**src/rtl/serial_subtractor.sv**
```systemverilog
`default_nettype none
// ============================================================================
// Module   : serial_subtractor
// Purpose  : Bit-serial N-bit subtractor. It computes diff = a - b - bin one
//            bit per clock, LSB first. One full-subtractor cell and a
//            registered borrow do the work, under a start/done handshake.
//            An operation accepted at edge E0 raises done for the cycle
//            after edge E0+WIDTH. The next start can be accepted at edge
//            E0+WIDTH+2.
// Revision : 1.0 - initial release
// ----------------------------------------------------------------------------
// Parameters
//   WIDTH       operand/result width in bits (legal range 2..32)
// Ports
//   clk         rising-edge clock
//   rst         synchronous, active-high reset
//   start       operation request, sampled only while idle
//   a, b, bin   minuend, subtrahend, borrow-in (captured on the accepted
//               start edge)
//   busy        high while bits are being shifted
//   done        one-cycle pulse, result valid
//   diff        registered result, held until the next completion
//   borrow_out  final borrow (1 when a < b + bin, unsigned)
//   ovf         (only with SERSUB_OVF_EN) signed overflow of a - b
// Optional feature macro: SERSUB_OVF_EN
// ============================================================================
module serial_subtractor #(
  parameter int WIDTH = 8
) (
  input  logic             clk,
  input  logic             rst,
  input  logic             start,
  input  logic [WIDTH-1:0] a,
  input  logic [WIDTH-1:0] b,
  input  logic             bin,
  output logic             busy,
  output logic             done,
  output logic [WIDTH-1:0] diff,
  output logic             borrow_out
`ifdef SERSUB_OVF_EN
  ,
  output logic             ovf
`endif
);

  // Counter wide enough to index bits 0..WIDTH-1.
  localparam int               CNT_W    = (WIDTH > 2) ? $clog2(WIDTH) : 1;
  localparam logic [CNT_W-1:0] LAST_BIT = CNT_W'(WIDTH - 1);

  localparam logic [1:0] S_IDLE  = 2'd0;
  localparam logic [1:0] S_SHIFT = 2'd1;
  localparam logic [1:0] S_DONE  = 2'd2;

  logic [1:0]       state;
  logic [WIDTH-1:0] a_sr;
  logic [WIDTH-1:0] b_sr;
  logic [WIDTH-1:0] res_sr;
  logic [CNT_W-1:0] cnt;
  logic             br;

  // Full-subtractor cell on the current LSBs.
  logic             d_bit;
  logic             bo_bit;
  logic [WIDTH-1:0] res_next;
  logic             last_bit;

  always_comb begin
    d_bit    = a_sr[0] ^ b_sr[0] ^ br;
    bo_bit   = (~a_sr[0] & b_sr[0]) | (~(a_sr[0] ^ b_sr[0]) & br);
    // The result fills from the top. After WIDTH shifts the first
    // (LSB) difference bit has reached bit 0.
    res_next = {d_bit, res_sr[WIDTH-1:1]};
    last_bit = (cnt == LAST_BIT);
  end

`ifdef SERSUB_OVF_EN
  // Operand sign bits kept for the signed-overflow decision at completion.
  logic a_msb;
  logic b_msb;
`endif

  always_ff @(posedge clk) begin
    if (rst) begin
      state      <= S_IDLE;
      a_sr       <= '0;
      b_sr       <= '0;
      res_sr     <= '0;
      cnt        <= '0;
      br         <= 1'b0;
      diff       <= '0;
      borrow_out <= 1'b0;
`ifdef SERSUB_OVF_EN
      a_msb      <= 1'b0;
      b_msb      <= 1'b0;
      ovf        <= 1'b0;
`endif
    end else begin
      case (state)
        S_IDLE: begin
          if (start) begin
            state  <= S_SHIFT;
            a_sr   <= a;
            b_sr   <= b;
            br     <= bin;
            cnt    <= '0;
            res_sr <= '0;
`ifdef SERSUB_OVF_EN
            a_msb  <= a[WIDTH-1];
            b_msb  <= b[WIDTH-1];
`endif
          end
        end

        S_SHIFT: begin
          a_sr   <= a_sr >> 1;
          b_sr   <= b_sr >> 1;
          br     <= bo_bit;
          cnt    <= cnt + 1'b1;
          res_sr <= res_next;
          if (last_bit) begin
            // Publish the result on the edge that consumes the MSB. The
            // visible outputs stay untouched until then.
            state      <= S_DONE;
            diff       <= res_next;
            borrow_out <= bo_bit;
`ifdef SERSUB_OVF_EN
            ovf        <= (a_msb != b_msb) && (res_next[WIDTH-1] != a_msb);
`endif
          end
        end

        S_DONE: begin
          state <= S_IDLE;
        end

        default: begin
          state <= S_IDLE;
        end
      endcase
    end
  end

  // Decoded from registered state, so both are glitch-free.
  assign busy = (state == S_SHIFT);
  assign done = (state == S_DONE);

endmodule
`default_nettype wire
```
**config.mk**
```make
export PLATFORM = sky130hd
export DESIGN_NAME = serial_subtractor
export DESIGN_NICKNAME = d
export VERILOG_FILES = /design/src/rtl/serial_subtractor.sv
export SDC_FILE = /design/constraint.sdc
export NUM_CORES = 1
export LEC_CHECK = 0
export CORE_ASPECT_RATIO = 1.2
export CORE_UTILIZATION = 54
export CTS_CLUSTER_DIAMETER = 80
export DETAILED_ROUTE_END_ITERATION = 7
export PLACE_DENSITY = 0.82
export SYNTH_ARGS = -nofsm -noshare
export SYNTH_HDL_FRONTEND = slang
export SYNTH_SLANG_ARGS = --single-unit
```
**constraint.sdc**
```tcl
create_clock -name clk -period 3.29 [get_ports clk]
set_clock_uncertainty 0.05 [all_clocks]
set_input_delay 0.4935 -clock clk [delete_from_list [all_inputs] [get_ports clk]]
set_output_delay 0.4935 -clock clk [all_outputs]
set_load 0.05 [all_outputs]
```
Yosys cells after proc, flatten, opt, wreduce, memory -nomap -nowiden. Index checks and enable logic that the tools add are counted.

Register bits: 39. Latch bits: 0. Memory bits (writable): 0. Bits in read-only memories: 0. Input bits: 20. Output and inout bits: 11. Word-level logic and storage cells: 39. Memories kept: 0.

$add $sub $neg: 1. $mul: 0. Divide/modulo/power cells: 0. $lt $le $gt $ge: 0. Equality and inequality tests: 5. Shift-type cells: 0. Muxes and demuxes: 13. Bitwise gates (word level): 7. Reductions and logical operators: 5.

Operators by type and width (count): $pmux W8 S2 (3); $mux W8 (3); $pmux W3 S2 (1); $reduce_and A2 Y1 (3); $mux W2 (2); $pmux W2 S2 (1); $add A3 B1 Y3 const B (1); $eq A3 B3 Y1 const B (1); $mux W3 (1); $and A1 B1 Y1 (2); $eq A2 B1 Y1 const B (1); $eq A2 B2 Y1 const B (1); $logic_not A2 Y1 (1); $ne A2 B1 Y1 const B (1); $ne A2 B2 Y1 const B (1); $not A1 Y1 (2); $pmux W1 S2 (1); $reduce_bool A2 Y1 (1); $xor A1 B1 Y1 (2); $mux W1 (1); $or A1 B1 Y1 (1).

Depth between registers and ports, before layout. Gate-level depths: netlist of run 1.

Depth after elaboration: 5. Mapped depth: 6. Depth with buffers taken out: 5.

Worst setup path before layout of run 1. No wires, ideal clock.

Kind: reg-to-output. Start: register state[0]. End: output port done. Data arrival time: 1319 ps. Data required time: 2747 ps. Setup slack: 1427 ps. Stages on the path, launching flop included: 4. Buffers on the path: 2. Path through: dfxtp_1 > buf_6 > buf_12 > nor2b_1.

Longest elaborated chain between the ends: 1.

RTL lines: start: declaration (RTL line 54) `logic [1:0] state;`; start signal: assignment (RTL line 84) `state <= S_IDLE;`; start signal: assignment (RTL line 101) `state <= S_SHIFT;`; start signal: assignment (RTL line 123) `state <= S_DONE;`; $eq A2 B2 Y1 (RTL line 145) `assign done = (state == S_DONE);`; end: declaration (RTL line 37) `output logic done,`.

Every way passes these cells.

Final worst setup path of run 1.
Start: register state[1]. End: output port done.

The elaborated chain is that of the path after synthesis.

==> summary.md, run 1 <==
| Metric | Value |
|---|---|
| Synthesized-area fraction occupied by and/or/nand/nor cells | `0.136` |
| Critical R2R Launch | `state[0]$_SDFFE_PP0P_` |
| Most common cell after layout, fill and taps aside | `dfxtp_1` |
| Share of cells above drive strength 1 | `0.111` |
| Clk_lat worst skew | `roughly 0.35 ns` |
| Final Setup Violations | `0` |
| Cts bufs inserted | `5` |
| Cts hold-fix bufs | `0` |
| Global-route wire length before repair | `roughly 4700 um` |
| Total die area | `approximately 3200 um2` |
| Total Routing Usage GR | `0.205` |
| Antenna viol nets, final | `0` |
| Area grow syn2layout | `21.4%` |
| Root buffer cell | `clkbuf_4` |
| DR pass1 iterations | `4` |
| Core footprint | `approximately 2800 um2` |
| IR drop worst, VDD | `around 0.32 mV` |
| Synth Register Bits | `38` |
| Post-Synth Adder-Cell Area | `0.0280` |
| Pin count of the biggest net entering global routing | `31` |
| Synth Cell Area | `1610 um2` |
| CP startpoint kind | `flip-flop` |
| Rows | `21` |
| Met2 Usage GRT | `0.354` |
| Max_cap viols | `0` |
| Total gr overflow | `0` |
| DR iter-0 viols | `26` |
| Max-slew violations | `0` |
| RePlAce Congestion | `0.698` |
| Peak Freq | `around 430 MHz` |
| Worst Path Required | `around 2.8 ns` |
| Crit. Startpoint | `state[1]$_SDFFE_PP0P_` |
| HPWL Detailed | `approximately 2000 um` |
| Total Wirelength | `around 2900 um` |
| Post-synthesis mux area share | `0.0935` |
| Port buffer count | `30` |
| Initial antenna violation count | `0` |
| Final Hold Vio Count | `0` |
| Post-layout minimum cycle time | `~2.3 ns` |
| Die width | `51.8 um` |
| Nets | `~210` |
| RSZ-0062 raised after global routing | `false` |
| Vias | `1203` |
| Number of global-route vias before repair | `between 1000 and 1500` |
| CP endpoint kind | `primary output` |
| Setup TNS | `0 ns` |
| CTS tree | `built` |
| P per Cell Area | `471 nW/um2` |
| Rel. slew slack | `0.513` |
| Commonest non-fill, non-tap cells in the layout | `38 x dfxtp_1, 29 x nor2_1, 29 x clkdlybuf4s50_1` |
| Routed wire per std cell | `around 13 um` |
| Tcrit/Tclk final | `0.714` |
| IO Count | `31` |
| DR vias/cell | `roughly 5.4` |
| Post-Syn Area per Cell | `~10 um2` |
| Chip height | `slightly above 60 um` |
| XOR/XNOR share of the synthesized area | `0` |
| Seq/Total Area, Yosys | `0.474` |
| Clk sinks | `38` |
| Critical path peak fanout | `9` |
| Clock buffer depth | `2` |
| Starting Density | `0.571` |
| Worst slew pin tran | `between 0.7 and 0.8 ns` |
| Min-delay src | `diff[2]$_SDFFE_PP0P_` |
| Outcome | `completed` |
| Synth unique cells | `25` |
| Post-synthesis cell count | `161` |
| Htree depth | `2` |
| Largest family of logic cells by synthesized area | `compound AO/OA/AOI/OAI gates` |
| Post-CTS Resized | `0` |
| Met1 usage | `0.232` |
| Hold crit path type | `reg2reg` |
| Synth Warn # | `0` |
| Met3 Use GR | `0.0535` |
| Clk pin slew, worst setup/hold paths | `between 0.1 and 0.15 ns` |
| Synth Area in Compound Gates | `0.203` |
| Post-CTS Setup Repair Bufs | `0` |
| DRC viols | `0` |
| Leak Pwr | `~0.00072 uW` |
| Gr busiest metal | `met2` |
| Tot Pwr | `919 uW` |
| Worst EP arrival | `roughly 1.8 ns` |
| Type of the worst setup path | `reg2out` |
| Net Count, Synth | `between 150 and 200` |
| Diode count | `0` |
-- through the flow --
step                setup slack (ns)  instance area (um2)   util  cells  hold WS [ns]
finish                         0.941                 1950  0.694    224         0.409
global placement                1.24                 1880  0.667    216         0.392
detailed placement              1.23                 1880  0.667    216         0.396
global route                   0.866                 1950  0.694    224         0.435
floorplan                       1.43                 1610      -    161         0.382
CTS                            0.926                 1950  0.694    224         0.409
-- critical path: stages (launching register included) --
cell	delay, ns
dfxtp_1	0.47
nor2b_1	0.17
clkdlybuf4s50_1	0.81
-- per-layer routing --
layer	routed length [um]	up-vias
met5	0	-
met3	135	6
met2	1380	26
met1	1290	550
li1	-	621
met4	51	0
-- state kept, by name (all words and copies together), names as in the netlist --
register	cells
br	1
res_sr	7
state	2
cnt	3
diff	8
borrow_out	1
a_sr	8
b_sr	8
-- Yosys cell counts --
master     count  share of area
dfxtp_1       38           0.47
nor2_1        29          0.068
nand2_1       16          0.037
mux2i_1       15          0.093
a22oi_1       11          0.051
a211oi_2      10          0.078
a21oi_1        8          0.025
a211oi_1       6          0.028
buf_2          5          0.016
clkbuf_1       3         0.0070
inv_1          3         0.0070
buf_6          2          0.014
ha_1           2          0.016
nor2b_1        2         0.0078
a2111oi_1      1         0.0062
and3b_1        1         0.0055
buf_12         1          0.012
buf_8          1         0.0093
fa_1           1          0.012
nand3b_1       1         0.0047
nor3_1         1         0.0031
nor3b_1        1         0.0047
nor4b_1        1         0.0055
o21ba_4        1          0.010
o21bai_1       1         0.0047
-- report_power, final --
group	switching, uW	internal, uW
combinational	58.5	58.3
clock	147	161
sequential	12.3	482
-- worst paths after layout --
check | end | slack (ns) | cells past startpoint
setup / recovery | done | 0.94 | 2
hold / removal | diff[2]$_SDFFE_PP0P_ | 0.41 | 2
setup reg to reg | br$_SDFFE_PP0P_ | 1.62 | 4
hold reg to reg | diff[2]$_SDFFE_PP0P_ | 0.41 | 2
-- layout make-up --
| class | instances | area [um2] |
|---|---|---|
| inverter | 3 | 11.3 |
| sequential | 38 | 761 |
| tap | 34 | 42.5 |
| clock inverter | 1 | 30.0 |
| clock buffer | 7 | 45.0 |
| multi-input combinational | 108 | 741 |
| timing repair buffer | 33 | 320 |
| fill | 228 | 861 |
-- cell families (layout without fill, tap and decap cells) --
| group | Yosys count | after routing |
|---|---|---|
| and+or+nand+nor | 52 | 52 |
| AOI/OAI and AO/OA | 38 | 38 |
| DFF | 38 | 38 |
| muxes | 15 | 15 |
| buffers and inverters | 15 | 44 |
| adders and majority gates | 3 | 3 |
No activity file was read; power rests on OpenSTA's default activity.
==> run 2: changes to the inputs <==
--- a/config.mk
+++ b/config.mk
@@ -6,10 +6,10 @@
 export NUM_CORES = 1
 export LEC_CHECK = 0
 export CORE_ASPECT_RATIO = 1.2
-export CORE_UTILIZATION = 54
+export CORE_UTILIZATION = 50
 export CTS_CLUSTER_DIAMETER = 80
 export DETAILED_ROUTE_END_ITERATION = 7
-export PLACE_DENSITY = 0.82
+export PLACE_DENSITY = 0.76
 export SYNTH_ARGS = -nofsm -noshare
 export SYNTH_HDL_FRONTEND = slang
 export SYNTH_SLANG_ARGS = --single-unit
==> constraint.sdc (replaced) <==
create_clock -name clk -period 2.3 [get_ports clk]
set_clock_uncertainty 0.05 [all_clocks]
set_input_delay 0.345 -clock clk [delete_from_list [all_inputs] [get_ports clk]]
set_output_delay 0.345 -clock clk [all_outputs]
set_load 0.05 [all_outputs]
==> run 2 against run 1 <==
Effect of this change: clock power increased by 42%; wire length increased by 2.3%; largest power group unchanged; hold slack improved by 0.0076 ns; critical path depth decreased by 1; die area increased by 7.7%; critical path type unchanged; clock-buffer cell count unchanged; flip-flop and latch count unchanged; final area increased by 1.8%; cell count increased by 2.2%; via count grew 5.2%; sequential power increased by 43%; combinational power grew 51%.
==> summary.md, run 2 (synthesis gave the netlist of run 1 again) <==
| Metric | Value |
|---|---|
| Nets | `215 (+1.4%)` |
| DRC viols | `0 (unchanged)` |
| Crit-path slowest cell | `clkdlybuf4s50_1` |
| FILL cells | `268 (+18%)` |
| Commonest non-fill, non-tap cells in the layout | `38 x dfxtp_1, 29 x nor2_1, 28 x clkdlybuf4s50_1` |
| Routed wire per std cell | `12.8 um (about the same)` |
| Rows | `22 (+4.8%)` |
| Hold_ws | `0.416 ns (+0.00755 ns)` |
| Total gr overflow | `0 (unchanged)` |
| Pin count of the biggest net entering global routing | `31 (unchanged)` |
| Tcrit/Tclk final | `0.820` |
| Hold crit path type | `reg2reg` |
| CP startpoint kind | `flip-flop` |
| Htree depth | `2 (unchanged)` |
| Cts bufs inserted | `5 (unchanged)` |
| Antenna viol nets, final | `0 (unchanged)` |
| Total die area | `3440 um2 (+7.7%)` |
| Post-layout minimum cycle time | `around 1.9 ns` |
| Max_cap viols | `0 (unchanged)` |
| Comb pwr share | `0.134 (+0.007)` |
| Worst EP arrival | `1.49 ns (-0.32 ns)` |
| Max-slew violations | `0 (unchanged)` |
| DR iter-0 viols | `17 (-35%)` |
| DR vias/cell | `5.53 (+2.9%)` |
| Max layer used | `met4` |
| Post-CTS Setup Repair Bufs | `0 (unchanged)` |
| Clk_lat worst skew | `0.34 ns (about the same)` |
| Rel. slew slack | `0.595 (+0.0818)` |
| Switching power of the nets | `311 uW (+43%)` |
| Cell family with most CP delay | `buffers and inverters` |
| Port buffer count | `30 (unchanged)` |
| CP endpoint kind | `primary output` |
| Global-route wire length before repair | `5110 um (+8.3%)` |
| Total Routing Usage GR | `0.205 (-0.000254)` |
| P per Cell Area | `666 nW/um2 (+41%)` |
| Setup TNS | `0 ns (unchanged)` |
| Fin util | `0.650 (-0.0439)` |
| Root buffer cell | `clkbuf_4` |
| IO Count | `31 (unchanged)` |
| Area grow syn2layout | `23.6%` |
| Initial antenna violation count | `0 (unchanged)` |
| Final Hold Vio Count | `0 (unchanged)` |
| Clock buffer depth | `2 (unchanged)` |
| Starting Density | `0.526 (-0.0456)` |
| Diode count | `0 (unchanged)` |
| Clk sinks | `38 (unchanged)` |
| Non-filler cells, final | `229 (+2.2%)` |
| CTS tree | `built` |
| Total Wirelength | `2920 um (+2.3%)` |
| Outcome | `completed` |
| Die width | `53.7 um (+3.8%)` |
| WL met2 | `1520 um (+9.9%)` |
| Detail Route met3 WL | `122 um (-9.6%)` |
| Clk pin slew, worst setup/hold paths | `0.11 ns (about the same)` |
| WL met1 | `1250 um (-3.1%)` |
| RSZ-0062 raised after global routing | `false` |
| Seq pwr share | `0.535 (-0.002)` |
| Peak Freq | `530 MHz` |
| DR pass1 iterations | `4 (unchanged)` |
| Top flop regs | `a_sr (8), b_sr (8), diff (8)` |
| Int Pwr | `1010 uW (+44%)` |
| IR drop worst, VDD | `0.452 mV (+41%)` |
| Buf+Inv Stages, Crit Path | `1 (unchanged)` |
| Critical path peak fanout | `2 (-7)` |
| Sw frac | `0.236 (-0.00151)` |
| Clock power share | `0.332 (-0.004)` |
| Post-CTS Resized | `0 (unchanged)` |
| Most common cell after layout, fill and taps aside | `dfxtp_1` |
| RePlAce Congestion | `0.796 (+14%)` |
| Critical-path cell list | `clkdlybuf4s50_1` |
| Number of global-route vias before repair | `1251 (+14%)` |
| Worst Path Required | `1.90 ns (-0.85 ns)` |
| Chip height | `64.1 um (+3.8%)` |
| Cts hold-fix bufs | `0 (unchanged)` |
| Placed cells | `221 (+2.3%)` |
| FF-to-FF setup slack | `0.83 ns (-0.79 ns)` |
| Final Setup Violations | `0 (unchanged)` |
| HPWL Detailed | `2150 um (+6.9%)` |
| Max incr delay on CP | `0.80 ns (about the same)` |
| Leak Pwr | `0.000743 uW (+2.9%)` |
| Worst slew pin tran | `0.605 ns (-0.123 ns)` |
| Share of cells above drive strength 1 | `0.130 (+0.0190)` |
| Core footprint | `3060 um2 (+8.7%)` |
| Type of the worst setup path | `reg2out` |
| Vias | `1266 (+5.2%)` |
run 2: cell types whose count changed in the layout (fill, tap and decap cells not counted), sizes merged:
cell,before,now
clkdlybuf4s50,29,28
buf,4,8
run 2: final cells by class:
cell class	instances	area [um2]	area share
clock buffer	7	45.0	0.0227
clock inverter	1	30.0	0.0151
inverter	3	11.3	0.00567
multi-input combinational	108	741	0.373
sequential	38	761	0.383
tap	36	45.0	0.0227
timing repair buffer	36	353	0.178
run 2: power groups by stage:
stage	logic (uW)	clock network [uW]	registers (uW)
after floorplan	128	0	717
after global placement	171	0	721
after detailed placement	178	0	722
after CTS	178	451	707
after global routing	196	475	711
final	177	438	707
run 2: routing by layer:
metal,GRT usage,vias to the layer above
met1,0.213,606
li1,-,627
met5,0,-
met2,0.356,29
met3,0.0548,4
met4,0.109,0
run 2: stage by stage:
step | instance area (um2) | setup slack (ns) | total power (uW)
after detailed placement | 1910 | 0.431 | 899
after global routing | 1990 | 0.353 | 1380
after CTS | 1990 | 0.398 | 1340
final | 1990 | 0.415 | 1320
after global placement | 1910 | 0.493 | 892
after floorplan | 1610 | 0.586 | 845
run 2: final timing paths:
kind | startpoint | to | cells after the start
worst max register to register | cnt[0]$_SDFFE_PP0P_ | borrow_out$_SDFFE_PP0P_ | 5
worst max-delay path | diff[5]$_SDFFE_PP0P_ | diff[5] | 1
worst min-delay path | diff[3]$_SDFFE_PP0P_ | diff[3]$_SDFFE_PP0P_ | 2
worst min register to register | diff[3]$_SDFFE_PP0P_ | diff[3]$_SDFFE_PP0P_ | 2
==> edit 1: new RTL, config.mk and constraints of run 1 <==
Register the outputs `busy` and `done`; this adds one clock of latency there. The other outputs are not delayed to match. Comments in the files are not updated.
--- a/src/rtl/serial_subtractor.sv
+++ b/src/rtl/serial_subtractor.sv
@@ -142,6 +142,8 @@
 
   // Decoded from registered state, so both are glitch-free.
-  assign busy = (state == S_SHIFT);
-  assign done = (state == S_DONE);
+  always_ff @(posedge clk) begin
+    busy <= (state == S_SHIFT);
+    done <= (state == S_DONE);
+  end
 
 endmodule
Check against the original RTL: not equivalent (Yosys sat finds a counterexample within 4 cycles, from zero or initial values and one cycle with rst high).
==> edit 1 against run 1 <==
Count of clock-buffer cells in the layout down 1; combinational power about the same; synthesized area up 2.5%; power up 3.2%; worst setup slack better by 0.28 ns; synthesized cell count up 1.2%; sequential cell count up 2; critical path depth down 1; cell area up 1.9%; critical path type unchanged; routed wire length down 0.63%; worst hold slack better by 0.0032 ns.
==> edit 1: results (changes against run 1) <==
- Outcome: finished, final reports clean
- CP Max Fanout: 2 (-7)
- HPWL after DPL: 2.03 mm (+0.82%)
- Top cells by area, synth: dfxtp_1 49%, mux2i_1 9.1%, a211oi_2 7.6%, nor2_1 6.6%, a22oi_1 5.0%
- Vias per inst: 5.44 (+1.4%)
- Area after DPL: 1910 sq um (+1.9%)
- Worst vdd ir: 0.575 mV (+79%)
- Layout cells sized above 1: 0.105 (-0.00581)
- Antenna fix cells: 0 (unchanged)
- Leakage: 0.735 nW (+1.8%)
- All-layer global routing usage: 0.208 (+0.00298)
- Hold Startpoint: diff[7]
- Nets@finish: 213 (+0.47%)
- Post-synthesis mux area share: 0.0912 (-0.00227)
- Synth Area in Adders: 0.0274 (-0.000682)
- Starting DRT DRC Count: 13 (-50%)
- Compound-Gate Fraction of Synth Area: 0.198 (-0.00494)
- RePlAce Congestion: 0.737 (+5.6%)
- R2R setup slack: 1.50 ns (-0.12 ns)
- Syn Nets: 186 (+1.1%)
- Slew margin rel.: 0.401 (-0.112)
- Arr. time, crit path: 1.52 ns (-0.29 ns)
- DP Worst Slack: 1.12 ns (-0.111 ns)
- CP peak stage delay: 0.81 ns (about the same)
- First-pass GRT wire length: 5.11 mm (+8.3%)
- Hold Crit Class: flop to flop
- Drt wl/cell: 12.6 um (-1.1%)
- Most instantiated cells after synthesis: 40 x dfxtp_1, 29 x nor2_1, 16 x nand2_1
- Sequential area share after synthesis: 0.486 (+0.0128)
- Reg2reg end: res_sr[2]
- WHS Endpoint: diff[7]
- Number of global-route vias before repair: 1228 (+12%)
[edit 1: cell count changes after synthesis]
cell / before / now
dfxtp_1: 38 / 40
[edit 1: area by class of cell]
| type | count | share of cell area |
|---|---|---|
| flip-flops and latches | 40 | 0.403 |
| multi-input cells | 108 | 0.373 |
| repair buffers | 32 | 0.159 |
| well taps | 34 | 0.0214 |
| clock buffers | 6 | 0.0208 |
| clock inverters | 2 | 0.0176 |
| inverters | 3 | 0.00567 |
[edit 1: how the worst max path moves through the flow]
stage,cells after the start,slack [ns],start,end
floorplan,5,1.95,cnt[0],borrow_out
global placement,3,1.16,rst,b_sr[3]
detailed placement,3,1.12,rst,b_sr[2]
CTS,1,1.19,borrow_out,borrow_out
global route,1,1.16,borrow_out,borrow_out
finish,1,1.22,borrow_out,borrow_out
[edit 1: stage by stage]
| step | power (W) | instances | utilization | hold slack, ns |
|---|---|---|---|---|
| final | 0.000949 | 225 | 0.700 | 0.412 |
| after global routing | 0.000997 | 225 | 0.700 | 0.437 |
| after CTS | 0.000961 | 225 | 0.700 | 0.416 |
| after detailed placement | 0.000648 | 217 | 0.673 | 0.399 |
| after global placement | 0.000641 | 217 | 0.673 | 0.394 |
| after floorplan | 0.000617 | 163 | - | 0.382 |
[edit 1: layer usage]
| metal | GRT usage | vias up | share of wire |
|---|---|---|---|
| li1 | - | 630 | - |
| met1 | 0.233 | 562 | 0.43 |
| met3 | 0.0754 | 6 | 0.041 |
| met4 | 0.0789 | 0 | 0.016 |
| met2 | 0.350 | 27 | 0.51 |
| met5 | 0 | - | 0 |
[edit 1: cells by family (layout without fill, tap and decap cells)]
kind of cell / Yosys count / count (layout)
AOI/OAI and AO/OA: 38 / 38
adders and majority gates: 3 / 3
buffers and inverters: 15 / 43
DFF: 40 / 40
muxes: 15 / 15
and+or+nand+nor: 52 / 52
[edit 1: report_power, final]
group / leakage (nW) / internal, W / switching, W
logic: 0.365 / 0.0000579 / 0.0000596
clock network: 0.0422 / 0.000159 / 0.000154
registers: 0.327 / 0.000507 / 0.0000114
total: 0.735 / 0.000724 / 0.000225
==> edit 2: new RTL, config.mk and constraints of run 1 <==
Without the edit above. The parameter `WIDTH` goes from 8 to 16.
--- a/src/rtl/serial_subtractor.sv
+++ b/src/rtl/serial_subtractor.sv
@@ -26,5 +26,5 @@
 // ============================================================================
 module serial_subtractor #(
-  parameter int WIDTH = 8
+  parameter int WIDTH = 16
 ) (
   input  logic             clk,
Ports: changed (resized a, b and diff); port bits go from 31 to 55. The function was not compared with the original's and may differ.
==> edit 2 against run 1 <==
Worst hold slack gained 0.017 ns; clock power grew 140%; non-clock buffer count grew 28; maximum frequency shrank 7.2%; register-to-register slack lost 0.55 ns; routed wire length grew 110%; worst setup slack lost 0.18 ns; synthesized area grew 82%; cell area grew 88%; sequential cell count grew 33; die area grew 79%; power grew 110%; highest routed layer unchanged.
==> edit 2: results (changes against run 1) <==
- Most instantiated cells after synthesis: 71 x dfxtp_1, 48 x a21oi_1, 34 x nor2_1
- CTS buffer count: 9 (+4)
- Clk slew on worst S/H paths: 0.07 ns (-0.04 ns)
- Synth warn: 0 (unchanged)
- NetSw: 0.000465 W (+110%)
- Worst r2r src: cnt[0]
- Port Buffer Count: 54 (+80%)
- Fillers: 421 (+85%)
- Share of total power in sequential cells: 0.491 (-0.046)
- Post-synthesis mux area share: 0 (-0.0935)
- Root Driver: clkbuf_8
- Slowest cell on the critical path: clkdlybuf4s50_1
- Top cells by area, synth: dfxtp_1 49%, a21oi_1 8.2%, a22o_1 5.4%, a211oi_1 4.4%, nor2_1 4.4%
- Combinational Power Share: 0.125 (-0.002)
- Number of global-route vias before repair: 2268 (+110%)
- Initial antenna violation count: 0 (unchanged)
- Arr. time, crit path: 1.99 ns (+0.18 ns)
- Layout cells sized above 1: 0.0940 (-0.0165)
- Area after DPL: 3460 sq um (+84%)
- Leakage: 1.39 nW (+92%)
- Post-CTS Resized: 0 (unchanged)
- Largest net degree at the start of global routing: 63 (+100%)
- Syn Nets: 372 (+100%)
- Final wirelength: 6.12 mm (+110%)
- Synth Area in Adders: 0.0111 (-0.0169)
- Worst vdd ir: 0.323 mV (+0.59%)
- Pre-Repair DR Iteration Count: 4 (unchanged)
- FFs w/ async S/R, synth: 0 (unchanged)
- Setup bufs post-CTS: 0 (unchanged)
- Hold Crit Class: flop to flop
- Sequential area share after synthesis: 0.486 (+0.0122)
- Max clock buf depth: 2 (unchanged)
- Starting DRT DRC Count: 149 (+470%)
- Nets@finish: 416 (+96%)
- Crit path launch: state[1]
- Vias per inst: 5.46 (+1.7%)
- Clk_lat worst skew: 0.34 ns
- CP Max Fanout: 15 (+6)
- H-tree Lvls: 3 (+1)
- Compound-Gate Fraction of Synth Area: 0.286 (+0.0823)
- Top Registers: a_sr: 16 flops, b_sr: 16 flops, diff: 16 flops
- All-layer global routing usage: 0.228 (+0.0226)
- First-pass GRT wire length: 10.3 mm (+120%)
- Yosys cell types: 34 (+36%)
- Slew margin rel.: 0.321 (-0.192)
- Outcome: finished, final reports clean
- Xor and xnor area share after synthesis: 0 (unchanged)
- HPWL after DPL: 3.95 mm (+96%)
- Antenna fix cells: 0 (unchanged)
- RePlAce Congestion: 0.778 (+11%)
- CP peak stage delay: 0.80 ns
- Hold Startpoint: diff[1]
[edit 2: changes by cell type in the layout (fill, tap and decap cells not counted), sizes merged, moves of 17 or more]
| cell | change |
|---|---|
| or3 | +17 |
| clkdlybuf4s50 | +23 |
| inv | +23 |
| a22o | +18 |
| a21oi | +40 |
| dfxtp | +33 |
[edit 2: layer usage]
metal	vias to the layer above	GRT usage	part of all wire
li1	1264	-	-
met4	0	0.118	0.015
met5	-	0	0
met2	40	0.394	0.49
met3	8	0.0595	0.026
met1	1119	0.263	0.47
[edit 2: final cells by class]
class | instances | area share
clock buffer | 12 | 0.0369
clock inverter | 4 | 0.0191
inverter | 27 | 0.0280
multi-input combinational | 208 | 0.347
sequential | 71 | 0.388
tap | 62 | 0.0212
timing repair buffer | 61 | 0.160
[edit 2: worst paths after layout]
check	to	slack [ns]	depth (start not counted)
worst max register to register	diff[13]	1.07	4
worst min-delay path	diff[1]	0.43	2
worst min register to register	diff[1]	0.43	2
worst max-delay path	done	0.76	3
[edit 2: cells by family (layout without fill, tap and decap cells)]
kind of cell    count (synthesis)  after routing
compound gates                122            122
fa+ha+maj                       2              2
buf+inv                        55            104
flops                          71             71
simple gates                   84             84
[edit 2: metrics by stage]
step	worst slack, ns	power, W	util	cells	hold slack [ns]
2_1_floorplan	1.23	0.00111	-	334	0.399
3_3_place_gp	0.889	0.00118	0.657	429	0.410
3_5_place_dp	0.759	0.00119	0.657	429	0.415
4_1_cts	0.743	0.00192	0.696	445	0.425
5_1_grt	0.624	0.00199	0.696	445	0.445
6_report	0.760	0.00190	0.696	445	0.425
[edit 2: worst max-delay path: cells and delay by family (launching register included)]
family / cells / cell delay (ns)
buf+inv: 2 / 1.05
flops: 1 / 0.46
simple gates: 1 / 0.14
